`config.mk`:
```
export PLATFORM = sky130hd
export DESIGN_NAME = ysyx_24110015_axi_arbiter_flat
export DESIGN_NICKNAME = d
export VERILOG_FILES = /design/src/rtl/ysyx_24110015_axi_pkg.sv /design/src/rtl/ysyx_24110015_axi_if.sv /design/src/rtl/ysyx_24110015_rr_picker.sv /design/src/rtl/ysyx_24110015_axi_arbiter.sv /design/src/flat_wrapper.sv
export SDC_FILE = /design/constraint.sdc
export NUM_CORES = 1
export LEC_CHECK = 0
export BUFFER_PORTS_ARGS = -buffer_cell sky130_fd_sc_hd__buf_2
export CORE_AREA = 8 8 219 221
export CTS_BUF_LIST = sky130_fd_sc_hd__clkbuf_8
export CTS_CLUSTER_DIAMETER = 120
export DETAILED_ROUTE_END_ITERATION = 10
export DIE_AREA = 0 0 227 229
export GPL_TIMING_DRIVEN = 0
export PLACE_DENSITY = 0.37
export SLEW_MARGIN = 20
export SYNTH_ARGS = -nofsm -noshare
export SYNTH_HDL_FRONTEND = slang
export SYNTH_SLANG_ARGS = --single-unit
```
`constraint.sdc`:
```
create_clock -name clk -period 3 [get_ports clk]
set_input_delay 0.6 -clock clk [delete_from_list [all_inputs] [get_ports clk]]
set_output_delay 0.6 -clock clk [all_outputs]
set_load 0.01 [all_outputs]
```
`src/rtl/ysyx_24110015_axi_pkg.sv`:
```
// ----------------------------------------------------------------------------
// ysyx_24110015_axi_pkg
// Shared definitions for the two-master AXI arbiter: arbiter state encoding,
// master indices, AXI burst/response encodings and a small helper that maps a
// granted master plus its request type onto the owning state.
// ----------------------------------------------------------------------------
package ysyx_24110015_axi_pkg;

    // Master indices: the IFU is always port 0, the LSU always port 1.
    localparam int IFU_ID = 0;
    localparam int LSU_ID = 1;

    // AXI burst type encodings.
    localparam logic [1:0] BURST_FIXED = 2'b00;
    localparam logic [1:0] BURST_INCR  = 2'b01;

    // AXI response encodings.
    localparam logic [1:0] RESP_OKAY   = 2'b00;
    localparam logic [1:0] RESP_SLVERR = 2'b10;
    localparam logic [1:0] RESP_DECERR = 2'b11;

    typedef enum logic [2:0] {
        IDLE = 3'd0,
        RD0  = 3'd1,
        RD1  = 3'd2,
        WR0  = 3'd3,
        WR1  = 3'd4
    } arb_state_t;

    // A write request outranks a read request from the same master.
    function automatic arb_state_t grant_state(input logic idx, input logic is_wr);
        if (is_wr) return idx ? WR1 : WR0;
        return idx ? RD1 : RD0;
    endfunction

endpackage

```
`src/rtl/ysyx_24110015_axi_if.sv`:
```
// ----------------------------------------------------------------------------
// axi_if
// AXI4 bundle (32-bit address/data, 4-bit IDs) with all five channels.
// modport master : drives ar/aw/w payload+valid and rready/bready.
// modport slave  : drives arready/awready/wready and the r/b payload+valid.
// ----------------------------------------------------------------------------
interface axi_if;
    logic        arvalid;
    logic        arready;
    logic [31:0] araddr;
    logic [3:0]  arid;
    logic [7:0]  arlen;
    logic [2:0]  arsize;
    logic [1:0]  arburst;

    logic        rvalid;
    logic        rready;
    logic [31:0] rdata;
    logic [1:0]  rresp;
    logic        rlast;
    logic [3:0]  rid;

    logic        awvalid;
    logic        awready;
    logic [31:0] awaddr;
    logic [3:0]  awid;
    logic [7:0]  awlen;
    logic [2:0]  awsize;
    logic [1:0]  awburst;

    logic        wvalid;
    logic        wready;
    logic [31:0] wdata;
    logic [3:0]  wstrb;
    logic        wlast;

    logic        bvalid;
    logic        bready;
    logic [1:0]  bresp;
    logic [3:0]  bid;

    modport master (
        output arvalid, araddr, arid, arlen, arsize, arburst, rready,
               awvalid, awaddr, awid, awlen, awsize, awburst,
               wvalid, wdata, wstrb, wlast, bready,
        input  arready, rvalid, rdata, rresp, rlast, rid,
               awready, wready, bvalid, bresp, bid
    );

    modport slave (
        input  arvalid, araddr, arid, arlen, arsize, arburst, rready,
               awvalid, awaddr, awid, awlen, awsize, awburst,
               wvalid, wdata, wstrb, wlast, bready,
        output arready, rvalid, rdata, rresp, rlast, rid,
               awready, wready, bvalid, bresp, bid
    );
endinterface

```
`src/rtl/ysyx_24110015_rr_picker.sv`:
```
// ----------------------------------------------------------------------------
// ysyx_24110015_rr_picker
// Stateless 2-way round-robin picker.
//   req[1:0]   : request per master
//   last_grant : index of the master granted most recently
//   grant[1:0] : one-hot grant (all zero when nobody requests)
// On a tie the master that was not granted last wins.
// ----------------------------------------------------------------------------
module ysyx_24110015_rr_picker
    import ysyx_24110015_axi_pkg::*;
(
    input  logic [1:0] req,
    input  logic       last_grant,
    output logic [1:0] grant
);

    // NOTE: every output of a combinational block gets a default first, so no
    // path through the case leaves it unassigned and no latch is inferred.
    always_comb begin
        grant = 2'b00;
        case (req)
            2'b01:   grant[IFU_ID] = 1'b1;
            2'b10:   grant[LSU_ID] = 1'b1;
            2'b11: begin
                if (last_grant) grant[IFU_ID] = 1'b1;
                else            grant[LSU_ID] = 1'b1;
            end
            default: grant = 2'b00;
        endcase
    end

endmodule

```
`src/rtl/ysyx_24110015_axi_arbiter.sv`:
```
// ----------------------------------------------------------------------------
// ysyx_24110015_axi_arbiter
// Two-master (M0 = IFU, M1 = LSU) to one-slave AXI4 arbiter. One whole
// transaction is forwarded at a time; the grant is decided only in IDLE and
// held until the read rlast handshake or the write b handshake.
//   clk, rst  : clock, asynchronous active-high reset
//   m0, m1    : master-facing AXI ports (slave modport)
//   s         : memory-facing AXI port (master modport)
//   burst_err : sticky, set when rlast arrives on a beat other than arlen+1
// ----------------------------------------------------------------------------
module ysyx_24110015_axi_arbiter
    import ysyx_24110015_axi_pkg::*;
#(
    parameter int NUM_MASTERS = 2,
    parameter int BEAT_CNT_W  = 8
) (
    input  logic  clk,
    input  logic  rst,
    axi_if.slave  m0,
    axi_if.slave  m1,
    axi_if.master s,
    output logic  burst_err
);

    if (NUM_MASTERS != 2) begin : g_bad_cfg
        $error("ysyx_24110015_axi_arbiter supports exactly two masters");
    end

    arb_state_t state, state_nxt;
    logic       last_grant;
    logic [1:0] req, grant;

    logic [BEAT_CNT_W-1:0] beat_cnt;
    logic [BEAT_CNT_W-1:0] arlen_q;
    logic [BEAT_CNT_W:0]   beats_seen, beats_expected;
    logic                  r_hs, rd_enter;

    logic m0_rd, m1_rd, m0_wr, m1_wr;

    assign req[IFU_ID] = m0.arvalid | m0.awvalid;
    assign req[LSU_ID] = m1.arvalid | m1.awvalid;

    ysyx_24110015_rr_picker u_picker (
        .req        (req),
        .last_grant (last_grant),
        .grant      (grant)
    );

    always_comb begin
        state_nxt = state;
        case (state)
            IDLE: begin
                if (grant[IFU_ID])      state_nxt = grant_state(1'b0, m0.awvalid);
                else if (grant[LSU_ID]) state_nxt = grant_state(1'b1, m1.awvalid);
            end
            RD0, RD1: if (s.rvalid && s.rready && s.rlast) state_nxt = IDLE;
            WR0, WR1: if (s.bvalid && s.bready) state_nxt = IDLE;
            default:  state_nxt = IDLE;
        endcase
    end

    // NOTE: state registers use non-blocking assignments so every flop samples
    // the pre-edge values regardless of block evaluation order.
    always_ff @(posedge clk or posedge rst) begin
        if (rst) begin
            state      <= IDLE;
            last_grant <= 1'b1;   // M0 wins the first tie after reset
        end else begin
            state <= state_nxt;
            if (state == IDLE && grant != 2'b00) last_grant <= grant[LSU_ID];
        end
    end

    // Beat accounting for burst reads.
    assign r_hs     = s.rvalid & s.rready;
    assign rd_enter = (state == IDLE) && (state_nxt == RD0 || state_nxt == RD1);

    // One bit wider so arlen = 255 (256 beats) compares without wrap.
    assign beats_seen     = {1'b0, beat_cnt} + (BEAT_CNT_W+1)'(1);
    assign beats_expected = {1'b0, arlen_q}  + (BEAT_CNT_W+1)'(1);

    always_ff @(posedge clk or posedge rst) begin
        if (rst) begin
            beat_cnt  <= '0;
            arlen_q   <= '0;
            burst_err <= 1'b0;
        end else begin
            if (rd_enter)  beat_cnt <= '0;
            else if (r_hs) beat_cnt <= beat_cnt + 1'b1;

            if (s.arvalid && s.arready) arlen_q <= BEAT_CNT_W'(s.arlen);

            if (r_hs && s.rlast && beats_seen != beats_expected) burst_err <= 1'b1;
        end
    end

    // Ownership decode: at most one of these is high, none in IDLE.
    assign m0_rd = (state == RD0);
    assign m1_rd = (state == RD1);
    assign m0_wr = (state == WR0);
    assign m1_wr = (state == WR1);

    // Memory side: owner's signals pass through, everything else is zero.
    assign s.arvalid = (m0_rd & m0.arvalid) | (m1_rd & m1.arvalid);
    assign s.araddr  = m0_rd ? m0.araddr  : (m1_rd ? m1.araddr  : '0);
    assign s.arid    = m0_rd ? m0.arid    : (m1_rd ? m1.arid    : '0);
    assign s.arlen   = m0_rd ? m0.arlen   : (m1_rd ? m1.arlen   : '0);
    assign s.arsize  = m0_rd ? m0.arsize  : (m1_rd ? m1.arsize  : '0);
    assign s.arburst = m0_rd ? m0.arburst : (m1_rd ? m1.arburst : '0);
    assign s.rready  = (m0_rd & m0.rready) | (m1_rd & m1.rready);

    assign s.awvalid = (m0_wr & m0.awvalid) | (m1_wr & m1.awvalid);
    assign s.awaddr  = m0_wr ? m0.awaddr  : (m1_wr ? m1.awaddr  : '0);
    assign s.awid    = m0_wr ? m0.awid    : (m1_wr ? m1.awid    : '0);
    assign s.awlen   = m0_wr ? m0.awlen   : (m1_wr ? m1.awlen   : '0);
    assign s.awsize  = m0_wr ? m0.awsize  : (m1_wr ? m1.awsize  : '0);
    assign s.awburst = m0_wr ? m0.awburst : (m1_wr ? m1.awburst : '0);
    assign s.wvalid  = (m0_wr & m0.wvalid) | (m1_wr & m1.wvalid);
    assign s.wdata   = m0_wr ? m0.wdata   : (m1_wr ? m1.wdata   : '0);
    assign s.wstrb   = m0_wr ? m0.wstrb   : (m1_wr ? m1.wstrb   : '0);
    assign s.wlast   = (m0_wr & m0.wlast) | (m1_wr & m1.wlast);
    assign s.bready  = (m0_wr & m0.bready) | (m1_wr & m1.bready);

    // Master side: a master that does not own the bus sees an idle slave,
    // so its pending request simply waits.
    assign m0.arready = m0_rd & s.arready;
    assign m0.rvalid  = m0_rd & s.rvalid;
    assign m0.rdata   = m0_rd ? s.rdata : '0;
    assign m0.rresp   = m0_rd ? s.rresp : '0;
    assign m0.rlast   = m0_rd & s.rlast;
    assign m0.rid     = m0_rd ? s.rid   : '0;
    assign m0.awready = m0_wr & s.awready;
    assign m0.wready  = m0_wr & s.wready;
    assign m0.bvalid  = m0_wr & s.bvalid;
    assign m0.bresp   = m0_wr ? s.bresp : '0;
    assign m0.bid     = m0_wr ? s.bid   : '0;

    assign m1.arready = m1_rd & s.arready;
    assign m1.rvalid  = m1_rd & s.rvalid;
    assign m1.rdata   = m1_rd ? s.rdata : '0;
    assign m1.rresp   = m1_rd ? s.rresp : '0;
    assign m1.rlast   = m1_rd & s.rlast;
    assign m1.rid     = m1_rd ? s.rid   : '0;
    assign m1.awready = m1_wr & s.awready;
    assign m1.wready  = m1_wr & s.wready;
    assign m1.bvalid  = m1_wr & s.bvalid;
    assign m1.bresp   = m1_wr ? s.bresp : '0;
    assign m1.bid     = m1_wr ? s.bid   : '0;

endmodule

```
`src/flat_wrapper.sv`:
```
// flat-port wrapper written by rule: the top's interface ports become plain ports
module ysyx_24110015_axi_arbiter_flat import ysyx_24110015_axi_pkg::*;
#(
    parameter int NUM_MASTERS = 2,
    parameter int BEAT_CNT_W  = 8
)
  (clk, rst, burst_err, m0_arvalid, m0_araddr, m0_arid, m0_arlen, m0_arsize, m0_arburst, m0_rready, m0_awvalid, m0_awaddr, m0_awid, m0_awlen, m0_awsize, m0_awburst, m0_wvalid, m0_wdata, m0_wstrb, m0_wlast, m0_bready, m0_arready, m0_rvalid, m0_rdata, m0_rresp, m0_rlast, m0_rid, m0_awready, m0_wready, m0_bvalid, m0_bresp, m0_bid, m1_arvalid, m1_araddr, m1_arid, m1_arlen, m1_arsize, m1_arburst, m1_rready, m1_awvalid, m1_awaddr, m1_awid, m1_awlen, m1_awsize, m1_awburst, m1_wvalid, m1_wdata, m1_wstrb, m1_wlast, m1_bready, m1_arready, m1_rvalid, m1_rdata, m1_rresp, m1_rlast, m1_rid, m1_awready, m1_wready, m1_bvalid, m1_bresp, m1_bid, s_arvalid, s_araddr, s_arid, s_arlen, s_arsize, s_arburst, s_rready, s_awvalid, s_awaddr, s_awid, s_awlen, s_awsize, s_awburst, s_wvalid, s_wdata, s_wstrb, s_wlast, s_bready, s_arready, s_rvalid, s_rdata, s_rresp, s_rlast, s_rid, s_awready, s_wready, s_bvalid, s_bresp, s_bid);
  axi_if m0_i ();
  axi_if m1_i ();
  axi_if s_i ();
  input  logic clk;
  input  logic rst;
  output logic burst_err;
  input wire logic [$bits(m0_i.arvalid)-1:0] m0_arvalid;
  input wire logic [$bits(m0_i.araddr)-1:0] m0_araddr;
  input wire logic [$bits(m0_i.arid)-1:0] m0_arid;
  input wire logic [$bits(m0_i.arlen)-1:0] m0_arlen;
  input wire logic [$bits(m0_i.arsize)-1:0] m0_arsize;
  input wire logic [$bits(m0_i.arburst)-1:0] m0_arburst;
  input wire logic [$bits(m0_i.rready)-1:0] m0_rready;
  input wire logic [$bits(m0_i.awvalid)-1:0] m0_awvalid;
  input wire logic [$bits(m0_i.awaddr)-1:0] m0_awaddr;
  input wire logic [$bits(m0_i.awid)-1:0] m0_awid;
  input wire logic [$bits(m0_i.awlen)-1:0] m0_awlen;
  input wire logic [$bits(m0_i.awsize)-1:0] m0_awsize;
  input wire logic [$bits(m0_i.awburst)-1:0] m0_awburst;
  input wire logic [$bits(m0_i.wvalid)-1:0] m0_wvalid;
  input wire logic [$bits(m0_i.wdata)-1:0] m0_wdata;
  input wire logic [$bits(m0_i.wstrb)-1:0] m0_wstrb;
  input wire logic [$bits(m0_i.wlast)-1:0] m0_wlast;
  input wire logic [$bits(m0_i.bready)-1:0] m0_bready;
  output wire logic [$bits(m0_i.arready)-1:0] m0_arready;
  output wire logic [$bits(m0_i.rvalid)-1:0] m0_rvalid;
  output wire logic [$bits(m0_i.rdata)-1:0] m0_rdata;
  output wire logic [$bits(m0_i.rresp)-1:0] m0_rresp;
  output wire logic [$bits(m0_i.rlast)-1:0] m0_rlast;
  output wire logic [$bits(m0_i.rid)-1:0] m0_rid;
  output wire logic [$bits(m0_i.awready)-1:0] m0_awready;
  output wire logic [$bits(m0_i.wready)-1:0] m0_wready;
  output wire logic [$bits(m0_i.bvalid)-1:0] m0_bvalid;
  output wire logic [$bits(m0_i.bresp)-1:0] m0_bresp;
  output wire logic [$bits(m0_i.bid)-1:0] m0_bid;
  input wire logic [$bits(m1_i.arvalid)-1:0] m1_arvalid;
  input wire logic [$bits(m1_i.araddr)-1:0] m1_araddr;
  input wire logic [$bits(m1_i.arid)-1:0] m1_arid;
  input wire logic [$bits(m1_i.arlen)-1:0] m1_arlen;
  input wire logic [$bits(m1_i.arsize)-1:0] m1_arsize;
  input wire logic [$bits(m1_i.arburst)-1:0] m1_arburst;
  input wire logic [$bits(m1_i.rready)-1:0] m1_rready;
  input wire logic [$bits(m1_i.awvalid)-1:0] m1_awvalid;
  input wire logic [$bits(m1_i.awaddr)-1:0] m1_awaddr;
  input wire logic [$bits(m1_i.awid)-1:0] m1_awid;
  input wire logic [$bits(m1_i.awlen)-1:0] m1_awlen;
  input wire logic [$bits(m1_i.awsize)-1:0] m1_awsize;
  input wire logic [$bits(m1_i.awburst)-1:0] m1_awburst;
  input wire logic [$bits(m1_i.wvalid)-1:0] m1_wvalid;
  input wire logic [$bits(m1_i.wdata)-1:0] m1_wdata;
  input wire logic [$bits(m1_i.wstrb)-1:0] m1_wstrb;
  input wire logic [$bits(m1_i.wlast)-1:0] m1_wlast;
  input wire logic [$bits(m1_i.bready)-1:0] m1_bready;
  output wire logic [$bits(m1_i.arready)-1:0] m1_arready;
  output wire logic [$bits(m1_i.rvalid)-1:0] m1_rvalid;
  output wire logic [$bits(m1_i.rdata)-1:0] m1_rdata;
  output wire logic [$bits(m1_i.rresp)-1:0] m1_rresp;
  output wire logic [$bits(m1_i.rlast)-1:0] m1_rlast;
  output wire logic [$bits(m1_i.rid)-1:0] m1_rid;
  output wire logic [$bits(m1_i.awready)-1:0] m1_awready;
  output wire logic [$bits(m1_i.wready)-1:0] m1_wready;
  output wire logic [$bits(m1_i.bvalid)-1:0] m1_bvalid;
  output wire logic [$bits(m1_i.bresp)-1:0] m1_bresp;
  output wire logic [$bits(m1_i.bid)-1:0] m1_bid;
  output wire logic [$bits(s_i.arvalid)-1:0] s_arvalid;
  output wire logic [$bits(s_i.araddr)-1:0] s_araddr;
  output wire logic [$bits(s_i.arid)-1:0] s_arid;
  output wire logic [$bits(s_i.arlen)-1:0] s_arlen;
  output wire logic [$bits(s_i.arsize)-1:0] s_arsize;
  output wire logic [$bits(s_i.arburst)-1:0] s_arburst;
  output wire logic [$bits(s_i.rready)-1:0] s_rready;
  output wire logic [$bits(s_i.awvalid)-1:0] s_awvalid;
  output wire logic [$bits(s_i.awaddr)-1:0] s_awaddr;
  output wire logic [$bits(s_i.awid)-1:0] s_awid;
  output wire logic [$bits(s_i.awlen)-1:0] s_awlen;
  output wire logic [$bits(s_i.awsize)-1:0] s_awsize;
  output wire logic [$bits(s_i.awburst)-1:0] s_awburst;
  output wire logic [$bits(s_i.wvalid)-1:0] s_wvalid;
  output wire logic [$bits(s_i.wdata)-1:0] s_wdata;
  output wire logic [$bits(s_i.wstrb)-1:0] s_wstrb;
  output wire logic [$bits(s_i.wlast)-1:0] s_wlast;
  output wire logic [$bits(s_i.bready)-1:0] s_bready;
  input wire logic [$bits(s_i.arready)-1:0] s_arready;
  input wire logic [$bits(s_i.rvalid)-1:0] s_rvalid;
  input wire logic [$bits(s_i.rdata)-1:0] s_rdata;
  input wire logic [$bits(s_i.rresp)-1:0] s_rresp;
  input wire logic [$bits(s_i.rlast)-1:0] s_rlast;
  input wire logic [$bits(s_i.rid)-1:0] s_rid;
  input wire logic [$bits(s_i.awready)-1:0] s_awready;
  input wire logic [$bits(s_i.wready)-1:0] s_wready;
  input wire logic [$bits(s_i.bvalid)-1:0] s_bvalid;
  input wire logic [$bits(s_i.bresp)-1:0] s_bresp;
  input wire logic [$bits(s_i.bid)-1:0] s_bid;
  assign m0_i.arvalid = m0_arvalid;
  assign m0_i.araddr = m0_araddr;
  assign m0_i.arid = m0_arid;
  assign m0_i.arlen = m0_arlen;
  assign m0_i.arsize = m0_arsize;
  assign m0_i.arburst = m0_arburst;
  assign m0_i.rready = m0_rready;
  assign m0_i.awvalid = m0_awvalid;
  assign m0_i.awaddr = m0_awaddr;
  assign m0_i.awid = m0_awid;
  assign m0_i.awlen = m0_awlen;
  assign m0_i.awsize = m0_awsize;
  assign m0_i.awburst = m0_awburst;
  assign m0_i.wvalid = m0_wvalid;
  assign m0_i.wdata = m0_wdata;
  assign m0_i.wstrb = m0_wstrb;
  assign m0_i.wlast = m0_wlast;
  assign m0_i.bready = m0_bready;
  assign m0_arready = m0_i.arready;
  assign m0_rvalid = m0_i.rvalid;
  assign m0_rdata = m0_i.rdata;
  assign m0_rresp = m0_i.rresp;
  assign m0_rlast = m0_i.rlast;
  assign m0_rid = m0_i.rid;
  assign m0_awready = m0_i.awready;
  assign m0_wready = m0_i.wready;
  assign m0_bvalid = m0_i.bvalid;
  assign m0_bresp = m0_i.bresp;
  assign m0_bid = m0_i.bid;
  assign m1_i.arvalid = m1_arvalid;
  assign m1_i.araddr = m1_araddr;
  assign m1_i.arid = m1_arid;
  assign m1_i.arlen = m1_arlen;
  assign m1_i.arsize = m1_arsize;
  assign m1_i.arburst = m1_arburst;
  assign m1_i.rready = m1_rready;
  assign m1_i.awvalid = m1_awvalid;
  assign m1_i.awaddr = m1_awaddr;
  assign m1_i.awid = m1_awid;
  assign m1_i.awlen = m1_awlen;
  assign m1_i.awsize = m1_awsize;
  assign m1_i.awburst = m1_awburst;
  assign m1_i.wvalid = m1_wvalid;
  assign m1_i.wdata = m1_wdata;
  assign m1_i.wstrb = m1_wstrb;
  assign m1_i.wlast = m1_wlast;
  assign m1_i.bready = m1_bready;
  assign m1_arready = m1_i.arready;
  assign m1_rvalid = m1_i.rvalid;
  assign m1_rdata = m1_i.rdata;
  assign m1_rresp = m1_i.rresp;
  assign m1_rlast = m1_i.rlast;
  assign m1_rid = m1_i.rid;
  assign m1_awready = m1_i.awready;
  assign m1_wready = m1_i.wready;
  assign m1_bvalid = m1_i.bvalid;
  assign m1_bresp = m1_i.bresp;
  assign m1_bid = m1_i.bid;
  assign s_arvalid = s_i.arvalid;
  assign s_araddr = s_i.araddr;
  assign s_arid = s_i.arid;
  assign s_arlen = s_i.arlen;
  assign s_arsize = s_i.arsize;
  assign s_arburst = s_i.arburst;
  assign s_rready = s_i.rready;
  assign s_awvalid = s_i.awvalid;
  assign s_awaddr = s_i.awaddr;
  assign s_awid = s_i.awid;
  assign s_awlen = s_i.awlen;
  assign s_awsize = s_i.awsize;
  assign s_awburst = s_i.awburst;
  assign s_wvalid = s_i.wvalid;
  assign s_wdata = s_i.wdata;
  assign s_wstrb = s_i.wstrb;
  assign s_wlast = s_i.wlast;
  assign s_bready = s_i.bready;
  assign s_i.arready = s_arready;
  assign s_i.rvalid = s_rvalid;
  assign s_i.rdata = s_rdata;
  assign s_i.rresp = s_rresp;
  assign s_i.rlast = s_rlast;
  assign s_i.rid = s_rid;
  assign s_i.awready = s_awready;
  assign s_i.wready = s_wready;
  assign s_i.bvalid = s_bvalid;
  assign s_i.bresp = s_bresp;
  assign s_i.bid = s_bid;
  ysyx_24110015_axi_arbiter #(.NUM_MASTERS(NUM_MASTERS), .BEAT_CNT_W(BEAT_CNT_W)) u_core (.clk(clk), .rst(rst), .m0(m0_i), .m1(m1_i), .s(s_i), .burst_err(burst_err));
endmodule
```
==> run metrics, run 1 <==
DPL Wire Length 29920 um; worst-path fanout max 10; clock tree from TritonCTS yes; clock period minus final worst setup slack 2.872 ns; share of post-route cells with drive strength above 1 61.98%; Fin Clk Skew 0.002505 ns; Post-Syn Area per Cell 7.971 um^2; minimum setup slack among reg-to-reg paths 1.00 ns; final routed wire length divided by cell count 20.52 um; kind of start point of the critical path flip-flop; pre-CTS setup slack -0.2324 ns; Max Cap Viol 0; buffer and inverter count on the worst path 5; vias in the first global route 6228; result of the run finished clean; number of enable-type register cells in the synthesized netlist 0; count of final max-slew check failures 0; PortBufs 572; # DRC 0; met2 usage 22.15%; weighted congestion reported at the end of routability-driven placement 0.8478; CTS clk-pin slew, worst paths 0.08 ns; Total Power 0.004871 W; growth of design area from synthesis to finish 109.5%; crit-path max cell delay 0.38 ns; hold violation total from the final report 0; Overall Global Routing Usage 11.55%; Ys Warns 0; commonest cells in the synthesized netlist a22o_1 (140), and2_1 (101), clkbuf_1 (27), dfrtp_1 (20), xnor2_1 (20); DRT Pass-1 Iters 4; buffers from clock root to sink, at most 2; Core Box Area 44700 um^2; met1 capacity usage during global routing 11.85%; chip height 229 um; worst min-delay path category in2async; cell types occupying the most area after synthesis a22o_1 (36%), and2_1 (19%), dfrtp_1 (15%); unrepaired setup endpoints after global routing true; Design Area, Final 7114 um^2; initial detailed-routing violation count 208; source of the critical timing path u_core.state[1]$_DFF_PP0_; via density per instance 3.631; Crit path top cell by count buf_2; Crit. End Element output pin; Hold Buf Count CTS 0; leak pwr 4.146 nW; number of filler instances in the final layout 5287; share of the yosys chip area belonging to registers 15.51%; slowest cell on the critical path dfrtp_1; fraction of synthesis flops using an asynchronous set or reset pin 100.0%; met3 track demand over resource in global routing 3.489%; clk sinks 21; grt total ovfl 0; endpoint of the worst register-to-register path u_core.state[1]$_DFF_PP0_; count of cell types in the netlist 39; antenna violations before repair 13; start-to-end type of the worst setup path reg2out; first-pass GRT wire length 44500 um; Crit path required time 2.40 ns; actual transition at the worst max-transition pin 0.8635 ns; setup ws final 0.1279 ns; # setup viols final 0; Reg2Reg Launch Point u_core.state[2]$_DFF_PP0_; Ports 573; number of synthesized register bits 21; part of the cycle the worst path needs 95.74%; biggest area consumer among synthesized cells a22o_1; net count of the mapped netlist 760; most used flip-flop cell after synthesis dfrtp_1; summed instance area of the synthesized netlist 3396 um^2; post-synthesis cell count 426; Starting Density 7.597%; area after detailed placement 7009 um^2; Die W 227 um; Max H-tree Level 1; total power per unit cell area 684.7 nW/um^2; area share of the largest cell type after synthesis 36.11%; number of nets in the finished design 1337; cell at the root of the clock tree clkbuf_8; Inserted Clock Buffers 3; most repeated cell in the gate-level netlist after synthesis a22o_1; layer with the highest usage met2; arrival time reported for the critical path endpoint 2.27 ns; worst rel slew slack 42.37%; number of nets still failing antenna checks after routing 0; total die area 51980 um^2; aggregate routed wire length 32980 um; routed via count 5835; peak clock frequency supported by timing 348.2 MHz; clock network latency to the later pin of the worst-skew pair 0.26 ns; cell chain of the critical path buf_4 > nor3b_1 > clkbuf_4 > buf_2 > buf_2 > a22o_1 > buf_2; Worst path top cell family by delay buffers and inverters; number of placement rows 78; largest voltage drop on the vdd net 0.0002313 V; largest net degree at the start of global routing 22; depth of the most critical reg-to-reg path 6
-- layer usage --
layer | wire, um | part of all wire (%)
met1 | 11870 | 36
met2 | 16710 | 51
met3 | 3232 | 9.8
met4 | 1131 | 3.4
met5 | 35 | 0.11
-- registers in the layout, indices dropped and copies added, names as in the netlist --
signal,cells
u_core.state,3
u_core.beat_cnt,8
u_core.last_grant,1
u_core.burst_err,1
u_core.arlen_q,8
-- worst max path at each step --
stage	depth (start not counted)	slack (ns)	end
2_1_floorplan	6	0.77	s_araddr[10]
3_3_place_gp	6	-0.23	m1_wready
3_5_place_dp	6	-0.23	m1_wready
4_1_cts	7	0.04	m0_rdata[21]
5_1_grt	7	-0.06	m1_rdata[7]
6_report	7	0.13	s_awaddr[17]
-- kinds of logic after synthesis --
group	count (synthesis)	synth area share, %
buffers and inverters	48	6.227
flip-flops	21	15.51
XOR/XNOR	28	7.222
multiplexers	8	2.653
AO/OA/AOI/OAI	154	39.02
AND/OR/NAND/NOR	165	28.63
adder cells (fa/ha/maj)	2	0.7368
-- cell type report --
type / instances / area, um^2 / share of cell area (%)
Inverter: 2 / 7.507 / 0.1055
Sequential cell: 21 / 526.8 / 7.404
Timing Repair Buffer: 573 / 2870 / 40.34
Multi-Input combinational cell: 357 / 2658 / 37.35
Clock buffer: 3 / 41.29 / 0.5804
Antenna cell: 5 / 12.51 / 0.1759
Buffer: 45 / 242.7 / 3.412
Clock inverter: 1 / 5.005 / 0.07035
Tap cell: 600 / 750.7 / 10.55
-- stage by stage --
stage,utilization [%],hold WS [ns],TNS [ns],instances
global route,15.89,0.5916,-0.7219,1603
detailed placement,15.68,0.5668,-2.367,1598
global placement,15.68,0.5619,-2.217,1598
CTS,15.85,0.5408,0,1601
finish,15.92,0.5035,0,1607
floorplan,-,0.5242,0,426
-- layout by cell type (no fill, tap or decap), drive strengths merged, types with 2 or more instances in the layout --
master  count
clkbuf     30
inv         2
nor3b       3
a22o      140
nor2       18
nand3b      5
a21oi       6
o21ai       3
xnor2      20
and3b       2
nand3       9
and2      102
xor2        8
nor3        3
diode       5
buf       591
nand2      17
dfrtp      20
ha          2
or3         2
mux2        8
-- where the power goes --
part           internal (W)  switching (W)
clock network     0.0000926       0.000101
registers          0.000368      0.0000847
logic               0.00177        0.00246
-- what timing repair did --
item,4_1_cts,5_1_grt
endpoints found under the setup margin,212,77
resized for setup,16,13
setup buffers,0,1
-- worst register-to-register path, delay by kind of cell (launching register included) --
family | cells | cell delay [ns]
buffers and inverters | 3 | 0.78
AND/OR/NAND/NOR | 3 | 0.79
flip-flops | 1 | 0.36
(Power assumes the default switching activity.)
==> inputs of run 2 (changes only) <==
Settings changed: CORE_AREA 8 8 219 221 to 2 2 220 222, DIE_AREA 0 0 227 229 to 0 0 222 224, PLACE_DENSITY 0.37 to 0.36.
Clock period 3 ns to 3.4 ns, I/O delays scaled along.
==> run 2 against run 1 <==
Net effect: power decreased by 11%; via count increased by 1.4%; final cell count increased by 0.93%; clock-buffer cell count unchanged; register-to-register slack improved by 0.21 ns; hold slack improved by 0.065 ns; die area decreased by 4.3%; critical path type unchanged.
==> run metrics, run 2 (synthesized netlist as in run 1, its figures left out) <==
count of final max-slew check failures 0 (unchanged); area after detailed placement 7028 um^2 (+0.27%); clock tree from TritonCTS yes; number of nets in the finished design 1336 (-0.075%); leading cell type in the layout, fill and taps excluded buf_2; largest voltage drop on the vdd net 0.0002175 V (-5.9%); Ports 573 (unchanged); post-layout instance count excluding filler cells 1622 (+0.93%); start-to-end type of the worst setup path reg2out; worst rel slew slack 42.86% (+0.49 points); cell at the root of the clock tree clkbuf_8; worst min-delay path category reg2reg; Crit path required time 2.72 ns (+0.32 ns); peak clock frequency supported by timing 315.4 MHz; via density per instance 3.648 (+0.47%); clk sinks 21 (unchanged); commonest non-fill, non-tap cells in the layout buf_2 (583), a22o_1 (140), and2_1 (101); largest registers in the final layout u_core.arlen_q (8), u_core.beat_cnt (8), u_core.state (3); DPL Wire Length 31070 um (+3.8%); chip height 224 um (-2.2%); Starting Density 7.172% (-0.42 points); # DRC 0 (unchanged); worst-path fanout max 10 (unchanged); buffers from clock root to sink, at most 2 (unchanged); total die area 49730 um^2 (-4.3%); total power per unit cell area 609.5 nW/um^2 (-11%); grt total ovfl 0 (unchanged); vias in the first global route 5799 (-6.9%); number of nets still failing antenna checks after routing 0 (unchanged); initial detailed-routing violation count 243 (+17%); PortBufs 572 (unchanged); CTS clk-pin slew, worst paths 0.08 ns (about the same); Max Cap Viol 0 (unchanged); total negative slack for setup checks 0 ns (unchanged); first-pass GRT wire length 44130 um (-0.84%); leak pwr 4.120 nW (-0.60%); Fin Clk Skew 0.003106 ns (+0.0006012 ns); Max H-tree Level 1 (unchanged); clock period minus final worst setup slack 3.171 ns; Total Power 0.004333 W (-11%); number of placement rows 80 (+2.6%); weighted congestion reported at the end of routability-driven placement 0.8418 (-0.71%); final routed wire length divided by cell count 20.92 um (+1.9%); clock network latency to the later pin of the worst-skew pair 0.27 ns (about the same); result of the run finished clean; actual transition at the worst max-transition pin 0.8562 ns (-0.007330 ns); kind of start point of the critical path flip-flop; arrival time reported for the critical path endpoint 2.49 ns (+0.22 ns); DRT Pass-1 Iters 4 (unchanged); hold violation total from the final report 0 (unchanged); number of cells in the design after placement 1613 (+0.94%); routed via count 5917 (+1.4%); share of post-route cells with drive strength above 1 61.34% (-0.64 points); Setup Buffers After CTS 0 (unchanged); Design Area, Final 7108 um^2 (about the same); largest net degree at the start of global routing 22 (unchanged); # setup viols final 0 (unchanged); Crit. End Element output pin; antenna violations before repair 19 (+6); Inserted Clock Buffers 3 (unchanged); Overall Global Routing Usage 12.65% (+1.1 points); Core Box Area 47350 um^2 (+5.9%); aggregate routed wire length 33930 um (+2.9%); growth of design area from synthesis to finish 109.3% (about the same); unrepaired setup endpoints after global routing false; worst hold slack 0.5681 ns (+0.06457 ns); Die W 222 um (-2.2%); part of the cycle the worst path needs 93.27%
-- run 2: timing repair --
action                     in CTS  in global routing
hold buffers                    0                  0
hold endpoints to repair        0                  0
setup endpoints to repair      20                 73
resized for setup               2                 14
-- run 2: cell type report --
type                    count  area, um^2
fillers                  5540       40240
clock buffers               3       41.29
inverters                   2       7.507
diodes                      6       15.01
well taps                 615       769.5
flip-flops and latches     21       526.8
clock inverters             1       5.005
plain buffers              45       222.7
multi-input cells         357        2658
repair buffers            572        2863
-- run 2: stage by stage --
stage | utilization (%) | setup slack [ns]
2_1_floorplan | - | 1.091
3_3_place_gp | 14.84 | 0.1206
3_5_place_dp | 14.84 | 0.1152
4_1_cts | 14.94 | 0.01872
5_1_grt | 15.00 | 0.001136
6_report | 15.01 | 0.2289
-- run 2: power by group --
| part | switching [W] | internal [W] | total, W | leakage, nW |
|---|---|---|---|---|
| clock | 0.0000904 | 0.0000820 | 0.000172 | 0.0255 |
| sequential | 0.0000731 | 0.000324 | 0.000398 | 0.277 |
| combinational | 0.00223 | 0.00153 | 0.00376 | 3.82 |
| total | 0.00240 | 0.00194 | 0.00433 | 4.12 |
-- run 2: path summary, 6_finish.rpt --
check                           slack (ns)  cells past startpoint                            from                              to
worst max-delay path                  0.23                      7       u_core.state[1]$_DFF_PP0_                    s_araddr[24]
worst min-delay path                  0.57                      2  u_core.beat_cnt[1]$_DFFE_PP0P_  u_core.beat_cnt[1]$_DFFE_PP0P_
worst max register to register        1.21                      6       u_core.state[2]$_DFF_PP0_       u_core.state[1]$_DFF_PP0_
worst min register to register        0.57                      2  u_core.beat_cnt[1]$_DFFE_PP0P_  u_core.beat_cnt[1]$_DFFE_PP0P_
max in group asynchronous             2.29                      2                             rst  u_core.beat_cnt[2]$_DFFE_PP0P_
min in group asynchronous             0.59                      2                             rst       u_core.state[2]$_DFF_PP0_
-- run 2: layer usage --
layer	up-vias	global-route usage, %	part of all wire [%]	routed length, um
met1	2722	13.58	37	12400
li1	2742	-	-	-
met4	12	3.705	3.7	1271
met2	381	21.83	47	15890
met3	60	6.348	13	4298
met5	-	0	0.22	76
-- run 2: worst max-delay path, stage by stage, from the launching register on --
cell      delay (ns)
dfrtp_1         0.38
buf_4           0.17
nor3b_1         0.30
buf_2           0.33
clkbuf_4        0.32
buf_2           0.27
a22o_1          0.26
buf_2           0.17
